$ cat config.mk
export PLATFORM = sky130hd
export DESIGN_NAME = alu_op_sequencer
export DESIGN_NICKNAME = d
export VERILOG_FILES = /design/src/rtl/alu_op_sequencer.sv
export SDC_FILE = /design/constraint.sdc
export NUM_CORES = 1
export LEC_CHECK = 0
export CAP_MARGIN = 20
export CORE_ASPECT_RATIO = 1.5
export CORE_MARGIN = 1.5
export CORE_UTILIZATION = 25
export CTS_CLUSTER_DIAMETER = 50
export DETAILED_ROUTE_END_ITERATION = 10
export RECOVER_POWER = 100
export SLEW_MARGIN = 25
export SYNTH_ARGS = -nofsm -noshare
export SYNTH_HDL_FRONTEND = slang
export SYNTH_SLANG_ARGS = --single-unit
$ cat constraint.sdc
create_clock -name clk -period 1.8 [get_ports clk]
set_input_delay 0.27 -clock clk [delete_from_list [all_inputs] [get_ports clk]]
set_output_delay 0.27 -clock clk [all_outputs]
set_load 0.05 [all_outputs]
$ cat src/rtl/alu_op_sequencer.sv
// Command-side sequencer for the 8-bit ALU: it holds the operand register file, issues one
// registered op per command and writes the result back. Define OP_COUNT_EN to add the op_count output.
module alu_op_sequencer #(
  parameter  int WIDTH = 8,
  parameter  int NREG  = 4,
  localparam int AW    = $clog2(NREG)
) (
  input  logic             clk,
  input  logic             rst,
  input  logic             cmd_valid,
  output logic             cmd_ready,
  input  logic [1:0]       cmd_op,
  input  logic [AW-1:0]    cmd_src_a,
  input  logic [AW-1:0]    cmd_src_b,
  input  logic [AW-1:0]    cmd_dst,
  input  logic             rf_we,
  input  logic [AW-1:0]    rf_waddr,
  input  logic [WIDTH-1:0] rf_wdata,
  input  logic [AW-1:0]    rd_addr,
  output logic [WIDTH-1:0] rd_data,
  output logic [WIDTH-1:0] alu_a,
  output logic [WIDTH-1:0] alu_b,
  output logic [1:0]       alu_control,
  input  logic [WIDTH-1:0] alu_result,
  input  logic             alu_c_out,
  input  logic             alu_zero,
  input  logic             alu_negative,
  output logic             flag_c,
  output logic             flag_z,
  output logic             flag_n,
  output logic             done
`ifdef OP_COUNT_EN
  ,
  output logic [15:0]      op_count
`endif
);

  typedef enum logic {IDLE, EXEC} state_t;

  state_t               state_q, state_d;
  logic [WIDTH-1:0]     rf [NREG];
  logic [AW-1:0]        dst_q;
  logic                 accept;
  logic                 writeback;

  // NOTE: state and storage use non-blocking assignments so every flop samples pre-edge values.
  always_ff @(posedge clk) begin
    if (rst) state_q <= IDLE;
    else     state_q <= state_d;
  end

  // NOTE: default assignment first, so no path through the case leaves state_d unassigned (no latch).
  always_comb begin
    state_d = state_q;
    case (state_q)
      IDLE:    if (cmd_valid) state_d = EXEC;
      EXEC:    state_d = IDLE;
      default: state_d = IDLE;
    endcase
  end

  always_comb begin
    cmd_ready = (state_q == IDLE);
  end

  assign accept    = cmd_ready && cmd_valid;
  assign writeback = (state_q == EXEC);

  // Operand reads happen at the same edge as any host load, so the ALU sees pre-load contents.
  // NOTE: the register file is deliberately reset; it is small and must read back as zero after rst.
  always_ff @(posedge clk) begin
    if (rst) begin
      rf          <= '{default: '0};
      dst_q       <= '0;
      alu_a       <= '0;
      alu_b       <= '0;
      alu_control <= '0;
      flag_c      <= 1'b0;
      flag_z      <= 1'b0;
      flag_n      <= 1'b0;
      done        <= 1'b0;
    end else begin
      done <= writeback;
      if (accept) begin
        alu_a       <= rf[cmd_src_a];
        alu_b       <= rf[cmd_src_b];
        alu_control <= cmd_op;
        dst_q       <= cmd_dst;
      end
      if (writeback) begin
        rf[dst_q] <= alu_result;
        flag_c    <= alu_c_out;
        flag_z    <= alu_zero;
        flag_n    <= alu_negative;
      end else if (rf_we) begin
        rf[rf_waddr] <= rf_wdata;
      end
    end
  end

  assign rd_data = rf[rd_addr];

`ifdef OP_COUNT_EN
  always_ff @(posedge clk) begin
    if (rst)            op_count <= '0;
    else if (writeback) op_count <= op_count + 16'd1;
  end
`endif

endmodule

Yosys cells after proc, flatten, opt, wreduce, memory -nomap -nowiden:

Cells that the tools add are included.

* magnitude comparators: 7
* muxes and demuxes: 19
* bitwise operators: 6
* reductions and logical operators: 4

Operators by type and width (number)
* 32-bit bitwise mux: 2
* 32-bit two-way mux: 2
* 8-bit two-way mux: 8
* 8-bit binary-select mux with 2-bit select: 3
* 8-bit demux with 2-bit select: 2
* 3-bit greater-or-equal comparator, second input constant: 5
* 2-bit inverter with 3-bit output: 5
* 3-bit by 1-bit less-than comparator with 1-bit output, second input constant: 2
* 1-bit logical AND: 3
* 1-bit one-hot mux with 2 select lines: 1
* 2-bit nonzero test: 1
* 1-bit two-way mux: 1
* 1-bit inverter: 1

* flip-flop bits (word level): 57
* output and inout bits: 31
* word-level logic and storage cells: 49

Longest topological paths before layout:

* depth in word-level cells: 8
* mapped depth: 6
* gate-level depth less buffers: 3

Worst setup path before layout:

Ideal clock, no wire load.

* path type: input to register
* start: input port cmd_src_a[1]
* end: register alu_a[6]
* arrival time: 1441 ps
* data required time: 1683 ps
* setup slack: 243 ps
* stages on the path: 3
* cell sequence: clkbuf_1 mux4_2 a22o_1

* cells in the longest elaborated chain, start to end: 4

RTL lines
* start: declaration: RTL line 13 `input logic [AW-1:0] cmd_src_a,`
* 2-bit inverter with 3-bit output (not written as such): RTL line 85 `alu_a <= rf[cmd_src_a];`
* 8-bit binary-select mux with 2-bit select: RTL line 85
* 8-bit two-way mux (not written as such) (2 in a row): RTL line 85
* end signal: assignment: RTL line 85
* end: declaration: RTL line 21 `output logic [WIDTH-1:0] alu_a,`

Every way passes these cells. The select of a mux whose other input is x is not followed.
A chain may end at the register's enable or synchronous reset.

Worst setup path after layout:

* start: input port rd_addr[1]
* end: output port rd_data[3]

* cells in the longest elaborated chain, start to end: 4

RTL lines
* start: declaration: RTL line 19 `input logic [AW-1:0] rd_addr,`
* 2-bit inverter with 3-bit output (not written as such): RTL line 101 `assign rd_data = rf[rd_addr];`
* 8-bit binary-select mux with 2-bit select: RTL line 101
* 8-bit two-way mux (not written as such) (2 in a row): RTL line 101
* end: declaration: RTL line 20 `output logic [WIDTH-1:0] rd_data,`

Every way passes these cells. The select of a mux whose other input is x is not followed.

==> metrics.cfg <==
[yosys]
syn_nets = 296
synth_commonest_cells = dfxtp_1 (57), a22oi_1 (32), nor3_1 (32), mux4_2 (24), a211oi_1 (23)
synthFlopType = dfxtp_1
synth_area_um2 = 3010
postSynthCellCount = 261
async_reset_ff_share_pct = 0
synth_warnings = 0
seq_area_frac_synth_pct = 37.9
yosysUniqueCellTypes = 29
synth_top_area_cell = dfxtp_1
synth_top_area_share_pct = 37.9
synth_area_leaders = dfxtp_1 (38%), mux4_2 (18%), a22oi_1 (8.0%)
synth.most_common_cell = dfxtp_1
synth_edf_count = 0
synth_seq_cells = 57
syn_avg_cell_area_um2 = 11.5

[clock_tree]
clockBufferDepth = 2
cts_root_buf = clkbuf_16
numClockSinks = 57
clk_pin_slew_ns = 0.05
cts_buffers = 9
htreeDepth = 3
cts_tree = done
clk-insertion-delay-late_ns = 0.32
ctsHoldBuffers = 0

[floorplan]
rows = 48
dieWidth_um = 92.6
die_h_um = 137
initial_utilization_pct = 25.9
core-area_um2 = 11600
die_area_um2 = 12700
io_pins = 66

[setup_path]
cp.arrival_ns = 1.48
crit_path_start_kind = input pin
timing_worst_setup_path_type = input pin to output port
end_kind = output port
r2r_slack_ns = 0.14
ff2ff_path_depth = 5
cp_max_fo = 8
slowest_delay_ns = 0.53
critPathRequiredTime_ns = 1.53
r2r_start = state_q
r2r-end = rf[26]
path_cells = dlygate4sd2_1 -> clkbuf_4 -> mux4_2 -> clkbuf_2
crit_slowest_cell = mux4_2

[power]
total_power_mw = 3.85
p_switching_mw = 1.02
clockPowerShare_pct = 45.9
internal_power_mw = 2.83
p_seq_share_pct = 36.4
swShare_pct = 26.5
pwr-share-comb_pct = 17.7
max-vdd-ir-drop_mv = 0.459
p_per_area_nw_per_um2 = 944
p_leak_nw = 1.43

[timing]
hold_viol_final = 0
fin_crit_ns = 1.75
relSlewSlack_pct = 54.0
maxSlewViolCount = 0
setup_ws_ns = 0.0537
fin_skew_ns = 0.00592
grt_setup_unrepaired = false
finalSetupViolations = 0
fin_crit_sh_pct = 97.0
worstMarginPinSlew_ns = 0.690
fmax_ghz = 0.573

[outcome]
status = finished clean

[drt]
drt_iter0_markers = 140
drtAntennaViolNets = 0
drc = 0
vias = 2531
detail_route.wl_per_cell_um = 17.7
drt_first_pass_iters = 7
viasPerCell = 5.18
routed_wl_um = 8640

[grt]
grt_first_pass_wirelength_um = 13600
grt_max_degree = 33
grt_pass1_vias = 2479
antenna_found_initial = 0
track_usage_pct = 14.2
overflow = 0

[placement]
portBuffers = 65
place_congestion = 0.825
place_inst = 473
hpwl_um = 6730
pre_cts_slack_ns = -0.183

[finish]
final_cells = 489
area_delta_synth_final_pct = 35.5
n_antenna_cell = 0
nets = 369
utilization_pct = 35.2
final_layout_size_suffix_gt1_share_pct = 28.9
nFillCells = 1189

[min_path]
hold_class = register to register
min_from = alu_b[0]
worstHoldPathCells = 1
holdPathEnd = alu_b[0]

[run]
cap_violations = 0

==> cell families after synthesis <==
group                  after synthesis  share of synthesized area, %
and+or+nand+nor                     59                          12.7
muxes                               31                          20.3
buffers and inverters               34                          6.91
AOI/OAI and AO/OA                   80                          22.1
DFF                                 57                          37.9
==> worst max-delay path, delay by kind of cell <==
family   cells  cell delay [ns]
buf+inv      3             0.67
mux          1             0.53
==> power groups by stage <==
| stage | sequential, mW | combinational [mW] | clock [mW] |
|---|---|---|---|
| 5_1_grt | 1.41 | 0.730 | 1.87 |
| 2_1_floorplan | 1.47 | 0.404 | 0 |
| 4_1_cts | 1.40 | 0.707 | 1.80 |
| 3_5_place_dp | 1.42 | 0.703 | 0 |
| 6_report | 1.40 | 0.680 | 1.77 |
| 3_3_place_gp | 1.42 | 0.695 | 0 |
==> layer usage <==
layer / GRT usage (%) / up-vias / share of wire (%)
met4: 4.19 / 0 / 1.7
met5: 0 / - / 0
li1: - / 1193 / -
met2: 25.6 / 84 / 53
met1: 16.3 / 1240 / 39
met3: 3.97 / 14 / 5.7
==> final cells by class <==
class	instances	area (um2)	share of cell area, %
timing repair buffer	95	772	18.9
inverter	1	3.75	0.0921
multi-input combinational	170	1660	40.6
clock inverter	4	50.0	1.23
clock buffer	12	267	6.54
tap	150	188	4.60
sequential	57	1140	28.0
==> placed cells by master, fill, tap and decap left out, types with 2 or more instances in the layout <==
cell type        instances
dfxtp_1                 57
clkdlybuf4s50_1         40
a22oi_1                 32
nor3_1                  32
buf_4                   26
mux4_2                  24
a211oi_1                23
a22o_1                  16
clkbuf_1                15
a211oi_2                 9
clkbuf_16                9
nor2_1                   8
mux2i_1                  7
clkbuf_2                 5
and3b_2                  3
nor3b_2                  3
clkbuf_8                 3
clkbuf_4                 3
or2_0                    2
nor2b_1                  2
clkinvlp_4               2
dlygate4sd3_1            2
dlygate4sd2_1            2
==> per-stage QoR <==
stage          setup TNS (ns)  instance area [um2]  hold WS, ns
3_5_place_dp            -4.24                 3840        0.469
5_1_grt                     0                 4080        0.508
3_3_place_gp            -3.55                 3840        0.464
6_report                    0                 4080        0.478
2_1_floorplan               0                 3010        0.417
4_1_cts                     0                 4160        0.481
==> worst max path at each step <==
stage                            start    endpoint  slack, ns  cells after the start
after floorplan           cmd_src_a[1]    alu_a[6]       0.24                      3
after global placement      rd_addr[1]  rd_data[2]      -0.14                      4
after detailed placement     cmd_valid    alu_a[4]      -0.18                      4
after CTS                       flag_z      flag_z       0.05                      1
after global routing               rst      rf[12]       0.01                      4
final                       rd_addr[1]  rd_data[3]       0.05                      4
==> sequential cells by signal, summed over array words and instances (netlist names) <==
name and count:
flag_c 1, alu_control 2, state_q 1, alu_a 8
alu_b 8, flag_z 1, dst_q 2, rf 32
done 1, flag_n 1
==> what timing repair did <==
action                                  4_1_cts  5_1_grt
buffers inserted                              0        0
hold endpoints to repair                      0        0
resized for setup                             4        0
endpoints found under the setup margin        8        0
(Power assumes the default switching activity.)
